$ cat src/rtl/mux4x1_lanes.sv
// Serializes four stable 8-bit lanes into one byte stream at clk_4f in lane order 0..3,
// aligned by frame_start, with a strobe alignment monitor. Option: MUX4X1_ZERO_INVALID_EN.
module mux4x1_lanes (
  input  logic       clk_4f,
  input  logic       reset,
  input  logic [7:0] data_0ps,
  input  logic [7:0] data_1ps,
  input  logic [7:0] data_2ps,
  input  logic [7:0] data_3ps,
  input  logic       valid_0ps,
  input  logic       valid_1ps,
  input  logic       valid_2ps,
  input  logic       valid_3ps,
  input  logic       frame_start,
  output logic [7:0] data_out,
  output logic       valid_out,
  output logic [1:0] lane_idx,
  output logic       align_err
);

  typedef enum logic {IDLE = 1'b0, RUN = 1'b1} state_t;

  state_t     state, state_nxt;
  logic [1:0] phase, phase_nxt;

  logic [7:0] hold_data [4];
  logic [3:0] hold_valid;

  logic [7:0] data_p0;
  logic       valid_p0;
  logic [1:0] idx_p0;
  logic       err_p0;

  always_ff @(posedge clk_4f or posedge reset) begin
    if (reset) begin
      state <= IDLE;
      phase <= 2'd0;
    end else begin
      state <= state_nxt;
      phase <= phase_nxt;
    end
  end

  always_comb begin
    state_nxt = state;
    phase_nxt = phase;
    if (frame_start) begin
      state_nxt = RUN;
      phase_nxt = 2'd1;
    end else if (state == RUN) begin
      if (phase == 2'd0) begin
        state_nxt = IDLE;
        phase_nxt = 2'd0;
      end else begin
        phase_nxt = phase + 2'd1;
      end
    end else begin
      phase_nxt = 2'd0;
    end
  end

  // Lane 0 bypasses the holding registers so it appears one edge after the strobe.
  always_comb begin
    data_p0  = 8'h00;
    valid_p0 = 1'b0;
    idx_p0   = 2'd0;
    err_p0   = 1'b0;
    if (frame_start) begin
      data_p0  = data_0ps;
      valid_p0 = valid_0ps;
      err_p0   = (state == RUN) && (phase != 2'd0);
    end else if (state == RUN) begin
      if (phase == 2'd0) begin
        err_p0 = 1'b1;
      end else begin
        data_p0  = hold_data[phase];
        valid_p0 = hold_valid[phase];
        idx_p0   = phase;
      end
    end
`ifdef MUX4X1_ZERO_INVALID_EN
    if (!valid_p0) data_p0 = 8'h00;
`endif
  end

  always_ff @(posedge clk_4f or posedge reset) begin
    if (reset) begin
      for (int i = 0; i < 4; i++) hold_data[i] <= 8'h00;
      hold_valid <= 4'b0000;
    end else if (frame_start) begin
      hold_data[0] <= data_0ps;
      hold_data[1] <= data_1ps;
      hold_data[2] <= data_2ps;
      hold_data[3] <= data_3ps;
      hold_valid   <= {valid_3ps, valid_2ps, valid_1ps, valid_0ps};
    end
  end

  // Output stage boundary: everything leaves on a register.
  always_ff @(posedge clk_4f or posedge reset) begin
    if (reset) begin
      data_out  <= 8'h00;
      valid_out <= 1'b0;
      lane_idx  <= 2'd0;
      align_err <= 1'b0;
    end else begin
      data_out  <= data_p0;
      valid_out <= valid_p0;
      lane_idx  <= idx_p0;
      align_err <= err_p0;
    end
  end

endmodule

$ cat config.mk
export PLATFORM = sky130hd
export DESIGN_NAME = mux4x1_lanes
export DESIGN_NICKNAME = d
export VERILOG_FILES = /design/src/rtl/mux4x1_lanes.sv
export SDC_FILE = /design/constraint.sdc
export NUM_CORES = 1
export LEC_CHECK = 0
export ABC_AREA = 1
export CORE_ASPECT_RATIO = 0.75
export CORE_UTILIZATION = 45
export CTS_CLUSTER_SIZE = 14
export DETAILED_ROUTE_END_ITERATION = 8
export PLACE_DENSITY = 0.72
export SLEW_MARGIN = 20
export SYNTH_ARGS = -nofsm -noshare
export SYNTH_HDL_FRONTEND = slang
export SYNTH_SLANG_ARGS = --single-unit
$ cat constraint.sdc
create_clock -name clk_4f -period 1.5 [get_ports clk_4f]
set_input_delay 0.225 -clock clk_4f [delete_from_list [all_inputs] [get_ports clk_4f]]
set_output_delay 0.225 -clock clk_4f [all_outputs]
set_load 0.05 [all_outputs]
======== Word-level counts from Yosys, hierarchy flattened ========
Cells that the tools add are included.
storage, ports and cells
  input bits .............................. 39
  logic and storage cells ................. 41
  output and inout bits ................... 12
  bits in registers ....................... 51
operators by class
  reductions and logical operators ........ 3
  multiplexer cells ....................... 23
  add/sub/neg operators ................... 1
  bitwise logic cells ..................... 1
  magnitude comparators ................... 2
operators by type and width
  kind                 number
  $mux 8               5
  $bmux 8 s2           1
  $mux 2               6
  $mux 1               10
  $ge 3x3->1 const B   1
  $lt 2x3->1 const B   1
  $not 2->3            1
  $add 2x1->2 const B  1
  $bmux 1 s2           1
  $logic_not 2->1      1
  $reduce_bool 2->1    1
  $logic_and 1x1->1    1

======== Longest topological paths before layout ========
  depth after elaboration ................. 7
  depth in mapped cells ................... 7
  gate-level depth less buffers ........... 5

======== Worst setup path before layout ========
OpenSTA, ideal clock, no wires.
  kind .................................... register to register
  start ................................... register phase[1]
  end ..................................... register data_out[3]
  slack ................................... 0.255 ns
  library setup time ...................... 0.065 ns
  required time ........................... 1.435 ns
  clock period less this slack ............ 1.245 ns
  cell stages (with the launch flop) ...... 8
  path buffers ............................ 2
  arrival ................................. 1.180 ns
  cell sequence ........................... dfrtp_1 buf_6 inv_1 buf_6 ha_1 nor2_4 nand3_1 nand2_1
on the way
  cells in the longest elaborated chain, start to end .. 7
  elaborated cells on any way between the ends .. 8
  classes of those cells .................. mux (6); bitwise (1); reduce/logical (1)
RTL lines
  what                                        RTL line  text
  from (decl)                                 24        logic [1:0] phase, phase_nxt;
  from (signal assigned)                      40        phase <= phase_nxt;
  $not 2->3 (not written as such)             76        data_p0 = hold_data[phase];
  $bmux 8 s2                                  76
  $mux 8 (not written as such) (2 in series)  76
  $mux 8 *                                    73        if (phase == 2'd0) begin
  $mux 8 *                                    72        end else if (state == RUN) begin
  $mux 8 *                                    68        if (frame_start) begin
  via data_p0[3]                              29        logic [7:0] data_p0;
  to (signal assigned)                        107       data_out <= data_p0;
  to (decl)                                   15        output logic [7:0] data_out,
Mark *: on every way through the listed nets, which the timed path passes. The rest lies on a longest branch. The select of a mux whose other input is x is not followed.
A chain may end at the register's enable or synchronous reset.

======== Worst setup path in the final report ========
  start ................................... register phase[0]
  end ..................................... register data_out[7]
Same word-level chain as after synthesis.

==> results.py <==
metrics = {
    "clocking": {
        "cts_resized": 0,
        "clkTransAtPathRegs_ps": 90,
        "clock_tree.buffer_depth": 2,
        "cts.repair_timing.setup_buffer_count": 0,
        "tritoncts.num_buffers": 5,
        "clock_insertion_delay_worst_skew_ps": 300,
        "cts-hold-fix-buffers": 0,
        "clock_tree_sinks": 51,
        "cts_tree": "built",
        "cts-root-buf": "clkbuf_8",
        "cts_htree_levels": 2,
    },
    "cells_and_area": {
        "post_layout_nonfiller_instances": 374,
        "final_layout_size_suffix_gt1_frac": 0.139,
        "nNetsFinal": 358,
        "area_of_combinational_cells_with_multiple_inputs_sq_um": 833,
        "ff_latch_area_sq_mm": 0.00128,
        "filler_cell_count": 420,
        "area.growth.synth_to_final_pct": 27.9,
        "n_antenna_cell": 0,
    },
    "logic_synthesis": {
        "yosysMostFrequentCell": "nand2_1",
        "synth_ff_type": "dfrtp_1",
        "synth_simple_gate_area_share": 0.348,
        "post_synth.cell_area_avg_sq_um": 8.53,
        "synth.net_count": 306,
        "post_synth_main_area_contributors": "dfrtp_1 57%, nand2_1 25%, nand3_1 6.2%",
        "post_synth_most_frequent_cells": "147 x nand2_1, 51 x dfrtp_1, 28 x nand3_1",
        "synthesized_area_fraction_occupied_by_ao_oa_aoi_and_oai_cells": 0.00556,
        "asyncSetResetFlopFracSynth": 1.00,
        "yosysTopAreaCellShare": 0.567,
        "ys_seq_area_frac": 0.567,
        "yosys_warnings": 0,
        "synthCells": 264,
        "dominant_combinational_cell_family_by_area_after_synthesis": "simple AND/OR/NAND/NOR gates",
        "post_synthesis_mux_area_share": 0,
        "synth-seq-cells": 51,
        "synth_area_leader_cell": "dfrtp_1",
        "post_synth_num_cell_types": 18,
        "synth.cell_area_sq_mm": 0.00225,
        "synth_xor_xnor_area_share": 0,
        "synth_enable_flop_cells": 0,
        "yosys.area_share.adder": 0.0167,
    },
    "route": {
        "drt_pre_antenna_iters": 4,
        "drt-total-wl_mm": 4.54,
        "route.detailed.vias_per_inst": 4.81,
        "ant_nets": 0,
        "drt-wirelength-per-cell_um": 12.1,
        "1st_iter_drt_viols": 65,
        "detailroute.via_count": 1798,
        "drcViolationCount": 0,
    },
    "setup_path": {
        "arrival_ps": 1510,
        "largest_driver_fanout_on_the_critical_path": 9,
        "required_ps": 1750,
        "timing.setup.critical_path_class": "flip-flop to flip-flop",
        "end_kind": "flip-flop",
        "critical_path.slowest_cell": "dfrtp_1",
        "startpoint_type": "flip-flop",
        "count_of_cells_along_the_worst_register_to_register_path": 5,
        "cpPeakStageDelay_ps": 420,
        "critical_path.cell_chain": "inv_6 > ha_1 > nor2_4 > nand3_1 > nand2_1",
    },
    "die": {
        "num_io_pins": 51,
        "initial_utilization": 0.487,
        "dieWidth_um": 83.7,
        "die_h_um": 63.3,
        "area_of_the_core_sq_mm": 0.00462,
        "rows": 21,
        "die_area_sq_mm": 0.00529,
    },
    "timing": {
        "max-slew-margin-rel": 0.790,
        "finalSetupTns_ps": 0,
        "report.final.hold_viol_count": 0,
        "setup_viol_count_final": 0,
        "grt_setup_unrepaired": "no",
        "maxClockFrequency_ghz": 0.792,
        "min_period_over_period": 0.842,
        "hold_slack_ps": 273,
        "report.final.slew_viol_count": 0,
        "min_period_ps": 1260,
        "worst_slack_ps": 237,
        "timing_worst_slew_pin_value_ps": 315,
        "skew_ps": 8.23,
    },
    "grt": {
        "grt_max_degree": 52,
        "grt_util_all_layers": 0.189,
        "grt.overflow.total": 0,
        "first_global_vias": 1691,
        "first_pass_grt_wire_length_mm": 7.76,
        "antenna_violations_before_repair": 0,
    },
    "placement": {
        "place.gp.congestion": 0.773,
        "hpwl_mm": 2.99,
        "dpl_worst_slack_ps": 103,
        "portBuffers": 50,
        "placed_cells_incl_taps": 366,
    },
    "power": {
        "powerDensity_mw_per_mm2": 1100,
        "ir_drop_mv": 0.732,
        "p_leak_nw": 1.49,
        "report.power.total_mw": 3.16,
    },
    "status": {
        "run_status": "complete, no violations",
    },
    "min_path": {
        "hold_path.class": "input port to asynchronous set/reset pin",
    },
    "flow_run": {
        "drv.max_cap_violation_count": 0,
    },
}
cell type report:
type / count / area share
flip-flops and latches: 51 / 0.443
inverters: 5 / 0.00825
clock inverters: 3 / 0.0152
repair buffers: 59 / 0.195
well taps: 57 / 0.0248
clock buffers: 5 / 0.0239
multi-input cells: 194 / 0.289
power breakdown:
part / switching, mW / total [mW] / internal (mW)
logic: 0.382 / 0.644 / 0.262
clock network: 0.447 / 0.944 / 0.497
registers: 0.0691 / 1.57 / 1.50
registers in the layout (all words and copies together), names as in the netlist:
signal	count
valid_out	1
state	1
lane_idx	2
phase	2
hold_valid	4
hold_data	32
align_err	1
data_out	8
path summary, 6_finish.rpt:
kind	startpoint	endpoint	slack, ps
max in group asynchronous	reset	hold_valid[3]$_DFFE_PP0P_	1000
worst min register to register	hold_data[6]$_DFFE_PP0P_	hold_data[6]$_DFFE_PP0P_	480
worst max-delay path	phase[0]$_DFF_PP0_	data_out[7]$_DFF_PP0_	240
min in group clk_4f	data_1ps[7]	hold_data[23]$_DFFE_PP0P_	440
worst min-delay path	reset	hold_data[0]$_DFFE_PP0P_	270
worst max register to register	phase[0]$_DFF_PP0_	data_out[7]$_DFF_PP0_	240
through the flow:
stage          cell area [sq um]  utilization
2_1_floorplan               2250            -
3_3_place_gp                2770        0.598
3_5_place_dp                2770        0.598
4_1_cts                     2880        0.623
5_1_grt                     2880        0.623
6_report                    2880        0.623
per-layer routing:
layer,part of all wire,global-route usage,wire [um]
met1,0.47,0.252,2150
met4,0.012,0.0572,53
met3,0.058,0.0550,263
met2,0.46,0.302,2070
met5,0,0,0
cells by family after synthesis:
group | Yosys count
buf+inv | 19
fa+ha+maj | 3
simple gates | 189
compound gates | 2
flops | 51
worst max-delay path: cells and delay by family (launching register included):
family | cells | cell delay (ps)
flops | 1 | 420
buf+inv | 1 | 70
fa+ha+maj | 1 | 240
simple gates | 3 | 460
cell usage in the layout, fill, tap and decap left out:
master and instances:
clkdlybuf4s50_1 38, dfrtp_1 51, nor3_2 1, clkinv_2 1, ha_1 3, buf_4 19, nor2_4 1, nand3_1 28
o21ai_0 1, nand2_1 147, clkinv_4 1, clkbuf_8 5, inv_6 1, inv_1 2, nand2_2 10, nor2_1 2
buf_12 2, inv_2 2, bufinv_16 1, o31ai_1 1
No activity file was read; power rests on OpenSTA's default activity.
